[src/rtl/pf_pkg.sv]
// Shared types and geometry for the next-line prefetcher.
package pf_pkg;

  localparam int LINE_BYTES = 32;
  localparam int PAGE_BYTES = 4096;
  localparam int OFS_W      = $clog2(LINE_BYTES);
  localparam int TAG_W      = 32 - OFS_W;
  // Line-tag bits below this position stay inside one page.
  localparam int PG_SH      = $clog2(PAGE_BYTES) - OFS_W;

  typedef enum logic [2:0] {
    IDLE,
    HIT_RESP,
    DEM_RD,
    DEM_WR,
    RESP,
    PF_ISSUE,
    PF_WAIT
  } pf_state_e;

  typedef struct packed {
    logic              valid;
    logic [TAG_W-1:0]  tag;
    logic [255:0]      data;
  } pf_entry_t;

  function automatic logic same_page(input logic [TAG_W-1:0] a, input logic [TAG_W-1:0] b);
    return a[TAG_W-1:PG_SH] == b[TAG_W-1:PG_SH];
  endfunction

endpackage

[src/rtl/pf_buffer.sv]
// Fully associative prefetch line buffer: parallel tag match, single-entry
// invalidate, and fill into a free slot or the FIFO victim.
module pf_buffer
  import pf_pkg::*;
#(
  parameter int NUM_ENTRIES = 4,
  localparam int IDX_W = $clog2(NUM_ENTRIES)
) (
  input  logic              clk,
  input  logic              rst,
  input  logic [TAG_W-1:0]  lookup_tag,
  output logic              hit,
  output logic [IDX_W-1:0]  hit_idx,
  output logic [255:0]      hit_data,
  input  logic              inv_en,
  input  logic [IDX_W-1:0]  inv_idx,
  input  logic              fill_en,
  input  logic [TAG_W-1:0]  fill_tag,
  input  logic [255:0]      fill_data
);

  pf_entry_t              entries [NUM_ENTRIES];
  logic [NUM_ENTRIES-1:0] match;
  logic [NUM_ENTRIES-1:0] free;
  logic [IDX_W-1:0]       ptr;
  logic [IDX_W-1:0]       free_idx;
  logic [IDX_W-1:0]       victim;
  logic                   have_free;

  for (genvar i = 0; i < NUM_ENTRIES; i++) begin : g_cmp
    assign match[i] = entries[i].valid && (entries[i].tag == lookup_tag);
    assign free[i]  = !entries[i].valid;
  end

  // Downward scan so the lowest matching / free index wins.
  always_comb begin
    hit       = 1'b0;
    hit_idx   = '0;
    have_free = 1'b0;
    free_idx  = '0;
    for (int i = NUM_ENTRIES - 1; i >= 0; i--) begin
      if (match[i]) begin
        hit     = 1'b1;
        hit_idx = IDX_W'(i);
      end
      if (free[i]) begin
        have_free = 1'b1;
        free_idx  = IDX_W'(i);
      end
    end
    hit_data = entries[hit_idx].data;
    victim   = have_free ? free_idx : ptr;
  end

  // ptr advances on every fill, even into a free slot; wraps as a power of two.
  always_ff @(posedge clk) begin
    if (rst) begin
      for (int i = 0; i < NUM_ENTRIES; i++) entries[i].valid <= 1'b0;
      ptr <= '0;
    end else begin
      if (inv_en) entries[inv_idx].valid <= 1'b0;
      if (fill_en) begin
        entries[victim] <= '{valid: 1'b1, tag: fill_tag, data: fill_data};
        ptr             <= ptr + 1'b1;
      end
    end
  end

endmodule

[src/rtl/next_line_prefetcher.sv]
// Next-line prefetcher between cache (ufp) and memory (dfp): demand reads
// trigger up to PF_DEGREE sequential line prefetches within the same page.
module next_line_prefetcher
  import pf_pkg::*;
#(
  parameter int NUM_ENTRIES = 4,
  parameter int PF_DEGREE   = 2
) (
  input  logic         clk,
  input  logic         rst,
  input  logic         pf_en,
  input  logic [31:0]  ufp_addr,
  input  logic         ufp_read,
  input  logic         ufp_write,
  input  logic [255:0] ufp_wdata,
  output logic [255:0] ufp_rdata,
  output logic         ufp_resp,
  output logic [31:0]  dfp_addr,
  output logic         dfp_read,
  output logic         dfp_write,
  output logic [255:0] dfp_wdata,
  input  logic [255:0] dfp_rdata,
  input  logic         dfp_resp,
  output logic [31:0]  perf_pf_hits
);

  localparam int IDX_W = $clog2(NUM_ENTRIES);
  localparam int CNT_W = $clog2(PF_DEGREE + 2);

  pf_state_e        state, state_n;
  logic [TAG_W-1:0] pf_base, dem_tag, addr_q;
  logic [CNT_W-1:0] pf_cnt;
  logic             dem_rd;
  logic [255:0]     rdata_q, wdata_q;
  logic [31:0]      hits;

  logic [TAG_W-1:0] ufp_tag, cand_tag, lookup_tag;
  logic             hit;
  logic [IDX_W-1:0] hit_idx;
  logic [255:0]     hit_data;
  logic             inv_en, fill_en;
  logic             ld_dem, ld_hit, ld_rdata, pf_start, pf_step, pf_issue;
  logic             demand, wait_match;
  logic             unused_ofs;

  assign ufp_tag    = ufp_addr[31:OFS_W];
  assign unused_ofs = ^ufp_addr[OFS_W-1:0];
  assign cand_tag   = pf_base + TAG_W'(pf_cnt);
  assign lookup_tag = (state == PF_ISSUE) ? cand_tag : ufp_tag;
  assign demand     = ufp_read || ufp_write;
  assign wait_match = (ufp_tag == addr_q);

  pf_buffer #(.NUM_ENTRIES(NUM_ENTRIES)) u_buf (
    .clk        (clk),
    .rst        (rst),
    .lookup_tag (lookup_tag),
    .hit        (hit),
    .hit_idx    (hit_idx),
    .hit_data   (hit_data),
    .inv_en     (inv_en),
    .inv_idx    (hit_idx),
    .fill_en    (fill_en),
    .fill_tag   (addr_q),
    .fill_data  (dfp_rdata)
  );

  assign ufp_resp     = (state == HIT_RESP) || (state == RESP);
  assign ufp_rdata    = rdata_q;
  assign dfp_read     = (state == DEM_RD) || (state == PF_WAIT);
  assign dfp_write    = (state == DEM_WR);
  assign dfp_addr     = {addr_q, {OFS_W{1'b0}}};
  assign dfp_wdata    = wdata_q;
  assign perf_pf_hits = hits;

  always_comb begin
    state_n  = state;
    inv_en   = 1'b0;
    fill_en  = 1'b0;
    ld_dem   = 1'b0;
    ld_hit   = 1'b0;
    ld_rdata = 1'b0;
    pf_start = 1'b0;
    pf_step  = 1'b0;
    pf_issue = 1'b0;
    unique case (state)
      IDLE: begin
        if (ufp_write) begin
          ld_dem  = 1'b1;
          inv_en  = hit;
          state_n = DEM_WR;
        end else if (ufp_read) begin
          ld_dem = 1'b1;
          if (hit) begin
            ld_hit  = 1'b1;
            inv_en  = 1'b1;
            state_n = HIT_RESP;
          end else begin
            state_n = DEM_RD;
          end
        end
      end
      HIT_RESP, RESP: begin
        if (dem_rd && pf_en) begin
          pf_start = 1'b1;
          state_n  = PF_ISSUE;
        end else begin
          state_n = IDLE;
        end
      end
      DEM_RD: begin
        if (dfp_resp) begin
          ld_rdata = 1'b1;
          state_n  = RESP;
        end
      end
      DEM_WR: begin
        if (dfp_resp) state_n = RESP;
      end
      PF_ISSUE: begin
        // A pending demand aborts the sequence; IDLE picks it up next cycle.
        if (demand || !pf_en || (pf_cnt > CNT_W'(PF_DEGREE)) || !same_page(cand_tag, pf_base)) begin
          state_n = IDLE;
        end else if (hit) begin
          pf_step = 1'b1;
        end else begin
          pf_step  = 1'b1;
          pf_issue = 1'b1;
          state_n  = PF_WAIT;
        end
      end
      PF_WAIT: begin
        if (dfp_resp) begin
          if (ufp_write && wait_match) begin
            // Fill would be stale once the write lands; drop it.
            state_n = IDLE;
          end else if (ufp_read && wait_match) begin
            // Hand the in-flight line straight to the demand read.
            ld_dem   = 1'b1;
            ld_rdata = 1'b1;
            state_n  = RESP;
          end else begin
            fill_en = 1'b1;
            state_n = (demand || !pf_en) ? IDLE : PF_ISSUE;
          end
        end
      end
      default: state_n = IDLE;
    endcase
  end

  always_ff @(posedge clk) begin
    if (rst) begin
      state   <= IDLE;
      pf_base <= '0;
      pf_cnt  <= '0;
      dem_tag <= '0;
      dem_rd  <= 1'b0;
      addr_q  <= '0;
      wdata_q <= '0;
      rdata_q <= '0;
      hits    <= '0;
    end else begin
      state <= state_n;
      if (ld_dem) begin
        dem_tag <= ufp_tag;
        dem_rd  <= !ufp_write;
        addr_q  <= ufp_tag;
        wdata_q <= ufp_wdata;
      end
      if (ld_hit) begin
        rdata_q <= hit_data;
        hits    <= hits + 32'd1;
      end
      if (ld_rdata) rdata_q <= dfp_rdata;
      if (pf_start) begin
        pf_base <= dem_tag;
        pf_cnt  <= CNT_W'(1);
      end
      if (pf_step)  pf_cnt <= pf_cnt + 1'b1;
      if (pf_issue) addr_q <= cand_tag;
    end
  end

endmodule
[config.mk]
export PLATFORM = sky130hd
export DESIGN_NAME = next_line_prefetcher
export DESIGN_NICKNAME = d
export VERILOG_FILES = /design/src/rtl/pf_pkg.sv /design/src/rtl/pf_buffer.sv /design/src/rtl/next_line_prefetcher.sv
export SDC_FILE = /design/constraint.sdc
export NUM_CORES = 2
export LEC_CHECK = 0
export CORE_AREA = 3 3 436 438
export CTS_CLUSTER_SIZE = 14
export DETAILED_ROUTE_END_ITERATION = 6
export DIE_AREA = 0 0 439 441
export SLEW_MARGIN = 5
export SYNTH_ARGS = -nofsm -noshare
export SYNTH_HDL_FRONTEND = slang
export SYNTH_HIERARCHICAL = 1
export SYNTH_SLANG_ARGS = --single-unit
export TNS_END_PERCENT = 50
[constraint.sdc]
create_clock -name clk -period 18.7 [get_ports clk]
set_clock_uncertainty 0.15 [all_clocks]
set_input_delay 2.805 -clock clk [delete_from_list [all_inputs] [get_ports clk]]
set_output_delay 2.805 -clock clk [all_outputs]
set_load 0.02 [all_outputs]
# --- Word level (Yosys, flattened, before mapping) ---
# Memories as Yosys holds them, arrays and structs flattened.
# Index checks and enable logic that the tools add are counted.
word_totals:
  elab_cells: 132
  mem_bits_rw: 1136
  mem_count: 1
  ff_bits: 633
mem_list:
  columns: ["name", "depth", "word_bits", "read_ports", "rd_clocked_by_memory_dff", "write_ports", "line_no", "text"]
  rows:
  - ["u_buf.entries", 4, 284, 5, 0, 4, "pf_buffer.sv:22", "pf_entry_t entries [NUM_ENTRIES];"]
op_classes:
  n_lt_le_gt_ge: 1
  muxes: 75
  add_sub_neg: 4
  n_reduce_logical: 25
  eq_ne: 16
op_table:
  columns: ["operator", "n"]
  rows:
  - ["2-to-1 mux 284 bit", 2]
  - ["OR reduction 284 bit", 2]
  - ["2-to-1 mux 256 bit", 2]
  - ["== test 27 bit", 5]
  - ["2-to-1 mux 27 bit", 3]
  - ["2-to-1 mux 1 bit", 39]
  - ["adder 32 x 1 -> 32 bit, second input constant", 1]
  - ["2-to-1 mux 2 bit", 16]
  - ["2-to-1 mux 3 bit", 10]
  - ["adder 27 x 2 -> 27 bit", 1]
  - ["== test 20 bit", 1]
  - ["case mux 3 bit (5 select lines)", 1]
  - ["== test 3 bit, second input constant", 3]
  - ["logical AND 1 bit", 7]
  - ["== test 3 x 2 -> 1 bit, second input constant", 2]
  - ["logical OR 1 bit", 6]
  - ["nonzero test 2 bit", 3]
  - ["adder 2 x 1 -> 2 bit, second input constant", 2]
  - ["case mux 1 bit (2 select lines)", 2]
  - ["AND reduction 4 bit", 1]
  - ["OR reduction 2 bit", 2]
  - ["== test 3 x 1 -> 1 bit, second input constant", 1]
  - ["logical NOT 1 bit", 3]
  - ["logical NOT 3 bit", 1]
  - ["other kinds (5)", 5]

# --- Longest topological paths before layout ---
logic_depth:
  ltp_word: 18
  depth_mapped: 26

# --- Hierarchy ---
# The synthesis kept the hierarchy.
by_module_without_submodules:
  columns: ["module", "cells_each", "seq_area_each_um2", "instances", "area_each_um2"]
  rows:
  - ["pf_buffer", 2273, 34112.7, 1, 43912.1]
  - ["next_line_prefetcher", 3317, 12632.1, 1, 26142.6]

# --- Worst setup path before layout ---
# No wires, ideal clock.
synth_timing:
  path_kind: "input-to-reg"
  from: "in ufp_addr[25]"
  to: "mem u_buf/entries[3][0] (netlist name) (enable)"
  setup_ps: 1026
  setup_slack_ps: 179
  cell_stages: 7
  arrival_time_ps: 17345
  n_path_buf: 0
  path_cell_list: "xor2_1 -> nor4_1 -> and4_1 -> a21oi_1 -> nor2b_1 -> nand2b_1 -> a21oi_1"
synth_lines:
  columns: ["item", "line_no", "text"]
  rows:
  - ["from (decl)", "next_line_prefetcher.sv:12", "input logic [31:0] ufp_addr,"]
  - ["to (decl)", "pf_buffer.sv:22", null]

# --- Final worst setup path ---
layout_timing:
  from: "in ufp_addr[18]"
  to: "reg rdata_q[10], in the netlist ufp_rdata[10]"
layout_via:
  elab_chain_cells: 12
layout_rtl:
  columns: ["item", "line_no", "text"]
  rows:
  - ["2-to-1 mux 27 bit *", "next_line_prefetcher.sv:49", "assign lookup_tag = (state == PF_ISSUE) ? cand_tag : ufp_tag;"]
  - ["via lookup_tag[13]", "next_line_prefetcher.sv:37", "logic [TAG_W-1:0] ufp_tag, cand_tag, lookup_tag;"]
  - ["== test 27 bit", "pf_buffer.sv:31", "assign match[i] = entries[i].valid && (entries[i].tag == lookup_tag);"]
  - ["logical AND 1 bit", "pf_buffer.sv:31", null]
  - ["2-to-1 mux 1 bit (3 in series)", "pf_buffer.sv:42", "if (match[i]) begin"]
  - ["2-to-1 mux 1 bit *", "pf_buffer.sv:42", null]
  - ["via hit", "next_line_prefetcher.sv:38", "logic hit;"]
  - ["2-to-1 mux 1 bit *", "next_line_prefetcher.sv:93", "if (hit) begin"]
  - ["2-to-1 mux 1 bit *", "next_line_prefetcher.sv:91", "end else if (ufp_read) begin"]
  - ["2-to-1 mux 1 bit *", "next_line_prefetcher.sv:87", "if (ufp_write) begin"]
  - ["2-to-1 mux 1 bit *", "next_line_prefetcher.sv:85", "unique case (state)"]
  - ["nonzero test 2 bit (no line) *", null, null]
  - ["to (signal assigned)", "next_line_prefetcher.sv:171", "rdata_q <= hit_data;"]
  - ["to (signal assigned)", "next_line_prefetcher.sv:174", "if (ld_rdata) rdata_q <= dfp_rdata;"]
  - ["to (decl)", "next_line_prefetcher.sv:34", "logic [255:0] rdata_q, wdata_q;"]
# Mark *: on every way through the listed nets, which the timed path passes. The rest lies on a longest branch. The select of a mux whose other input is x is not followed.
# A chain may end at the register's enable or synchronous reset.

==> impl_results.md <==
* Share of layout cells above drive strength 1 at 0.09548
* Pre-antenna DRT Iters at 6
* Max Used Layer: met5
* Avg Cell Area, Syn at 12.53 sq um
* Top cells by count, synth: edfxtp_1 (1132), nand2_1 (938), dfxtp_1 (637), a21oi_1 (593), clkbuf_1 (352)
* Max Cap Viol at 0
* Largest family of logic cells by synthesized area: compound AO/OA/AOI/OAI gates
* Die ar. at 193600 sq um
* CTS Sinks at 1769
* Prevailing post-synth register cell: edfxtp_1
* Synth warn at 6
* Sequential Area at 46740 sq um
* Die width at 439 microns
* Post-Synth XOR/XNOR Area at 0.02375
* Htree depth at 4
* Buffers added on ports at 1118
* Synth area leader: edfxtp_1
* Root Driver: clkbuf_16
* Mapped Area at 70050 sq um
* Worst-skew pair later-pin latency at 0.84 ns
* Top-count cell post-synth: edfxtp_1
* Net Switching at 2.702 mW
* Max Fanout on Critical Path at 70
* Slew headroom at 0.1119
* Largest cells by area after synthesis: edfxtp_1 (49%), dfxtp_1 (18%), a2bb2oi_2 (5.1%), nand2_1 (5.0%), a21oi_1 (4.2%)
* M1 WL at 100400 microns
* GRT overflow at 0
* Internal Power at 7.134 mW
* Final period utilization at 0.5227
* Metal3 WL at 21590 microns
* Kind of start point of the critical path: input port
* Final estimated routing congestion in global placement at 0.9356
* Hold WC Path Type: register to register
* CTS clk-pin slew, worst paths at 0.06 ns
* PostCTS Resize Cnt at 0
* Synth Register Bits at 1769
* Drt total wl at 268200 microns
* Core footprint at 187000 sq um
* FMAX at 102.3 MHz
* Fill count at 16820
* Switch share at 0.2747
* Area of the multi-input gates at 21030 sq um
* Starting density of the core at 0.3746
* Metal2 WL at 129700 microns
* Hold Buf Count CTS at 0
* Critical path class: input port to register
* RSZ-0062 raised after global routing: no
* Arr. time, crit path at 10.37 ns
* Ports at 1129
* Adder-cell share of the synthesized area at 0.001000
* Drt via density at 5.664
* Final nets at 7055
* Detail Route Antenna Nets at 0
* Post-detail-place hpwl at 171600 microns
* Async set-reset flop share out of synthesis at 0
* Synth Instances at 5590
* Syn-to-layout area delta at 27.50%
* DR DRC count at 0
* Row cnt at 159
* Status: complete, no violations
* Final min period at 9.774 ns
* Sequential power share at 0.458
* Post-synthesis mux area share at 0.0003036
* Maximum number of pins on one net before global-route repair at 188
* Compound-Gate Fraction of Synth Area at 0.1861
* Comb pwr share at 0.157
* Initial antenna violation count at 109
* Clock share of power at 0.385
* DR iter-0 viols at 4548
* Required @ worst endpoint at 19.30 ns
* TritonCTS buffer count at 189
* TritonCTS clock tree: yes
* Die Ht at 441 microns
* Leak at 28.30 nW
* First-pass GRT wire length at 375000 microns
* Measured slew at the worst slew-check pin at 1.332 ns
* Vias in the first global route at 50490
* Post-CTS Setup Bufs at 0
* Post-synth EDFFs at 1132
* Fin Setup TNS at 0 ns
* Avg WL per Cell at 29.09 microns
* Final hold violations at 0
* Yosys top cell area share at 0.4852
* Routed vias at 52220
* GRT Resource Usage Total at 0.2661
* Sequential area share after synthesis at 0.6673
* Setup violators final at 0
* Crit. End Element: register
* Post-Synth Simple-Gate Area at 0.08718
* Finished Core Util at 0.4777
* PD cells at 110.1 nW/um^2
* Distinct cells, synth at 62
* Max Transition Viols Final at 0
* CTS Buffer Depth at 3
* Maximum VDD drop at 0.09120 mV
==> cell type report <==
type / count / share of cell area
Antenna cell: 64 / 0.001793
Timing Repair Buffer: 1203 / 0.1339
Clock inverter: 86 / 0.01031
Tap cell: 2495 / 0.03495
Multi-Input combinational cell: 3323 / 0.2354
Clock buffer: 266 / 0.05977
Inverter: 14 / 0.0005883
Sequential cell: 1769 / 0.5233
==> registers in the layout (all words and copies together) (netlist names) <==
name / count
perf_pf_hits: 32
dem_tag: 27
state: 3
u_buf/ptr: 2
dfp_wdata: 256
addr_q: 27
dem_rd: 1
u_buf/entries: 1136
pf_base: 27
ufp_rdata: 256
pf_cnt: 2
==> worst max-delay path, cell delays in order <==
cell             delay, ns
clkdlybuf4s50_1       0.52
nand2_1               0.10
o21ai_0               0.44
xnor2_1               0.34
nand4_1               0.10
nor4_1                0.62
and2_4                0.91
nor2_1                0.08
nand2_1               0.20
and3b_1               0.55
and2_4                0.82
buf_4                 0.79
buf_4                 0.85
buf_4                 0.57
a22oi_1               0.17
a31oi_1               0.25
==> layer usage <==
layer  GRT usage  vias up
met5           0        -
met4      0.1600        8
met3     0.06925      507
met2      0.4322     2225
met1      0.3172    26350
li1            -    23130
==> power by group through the flow <==
stage	Clock, mW	Sequential, mW	Combinational (mW)
finish	3.78	4.51	1.55
global route	4.00	4.53	1.64
detailed placement	0	4.58	1.54
CTS	3.86	4.51	1.55
global placement	0	4.58	1.54
floorplan	0	4.75	0.523
==> path summary, 6_finish.rpt <==
| kind | cells after the start | endpoint | start | slack [ns] |
|---|---|---|---|---|
| worst max-delay path | 16 | ufp_rdata[10] | ufp_addr[18] | 8.93 |
| worst max register to register | 22 | ufp_rdata[10] | pf_cnt[0] | 8.94 |
| worst min register to register | 2 | dfp_wdata[154] | dfp_wdata[154] | 0.30 |
| worst min-delay path | 2 | dfp_wdata[154] | dfp_wdata[154] | 0.30 |
==> metrics by stage <==
| stage | hold WS (ns) | power, mW | setup slack [ns] | area (sq um) | instances |
|---|---|---|---|---|---|
| 4_1_cts | 0.2996 | 9.910 | 8.923 | 89160 | 9156 |
| 5_1_grt | 0.3155 | 10.17 | 8.544 | 89300 | 9211 |
| 3_5_place_dp | 0.2938 | 6.124 | 8.073 | 82900 | 8804 |
| 6_report | 0.2977 | 9.837 | 8.926 | 89320 | 9220 |
| 2_1_floorplan | 0.2821 | 5.277 | 0.1792 | 70070 | 5594 |
| 3_3_place_gp | 0.2853 | 6.113 | 8.139 | 82900 | 8804 |
==> layout by cell type, fill, tap and decap left out, types with 33 or more instances in the layout <==
cell type / instances
a21oi_1: 591
a22oi_1: 258
a2bb2oi_2: 240
a31oi_1: 273
buf_4: 75
clkbuf_1: 50
clkbuf_16: 194
clkdlybuf4s50_1: 1117
dfxtp_1: 637
diode_2: 64
edfxtp_1: 1132
nand2_1: 937
nand3_1: 294
nand4_1: 45
nor2_1: 48
o21ai_0: 33
o221ai_1: 256
xnor2_1: 124
xor2_1: 66
==> cells by family after synthesis <==
kind of cell,Yosys count
AO/OA/AOI/OAI,1699
XOR/XNOR,190
adder cells (fa/ha/maj),5
buffers and inverters,502
flip-flops,1769
multiplexers,2
other,1
AND/OR/NAND/NOR,1422
Note: power is estimated with default switching activity, not from simulation.
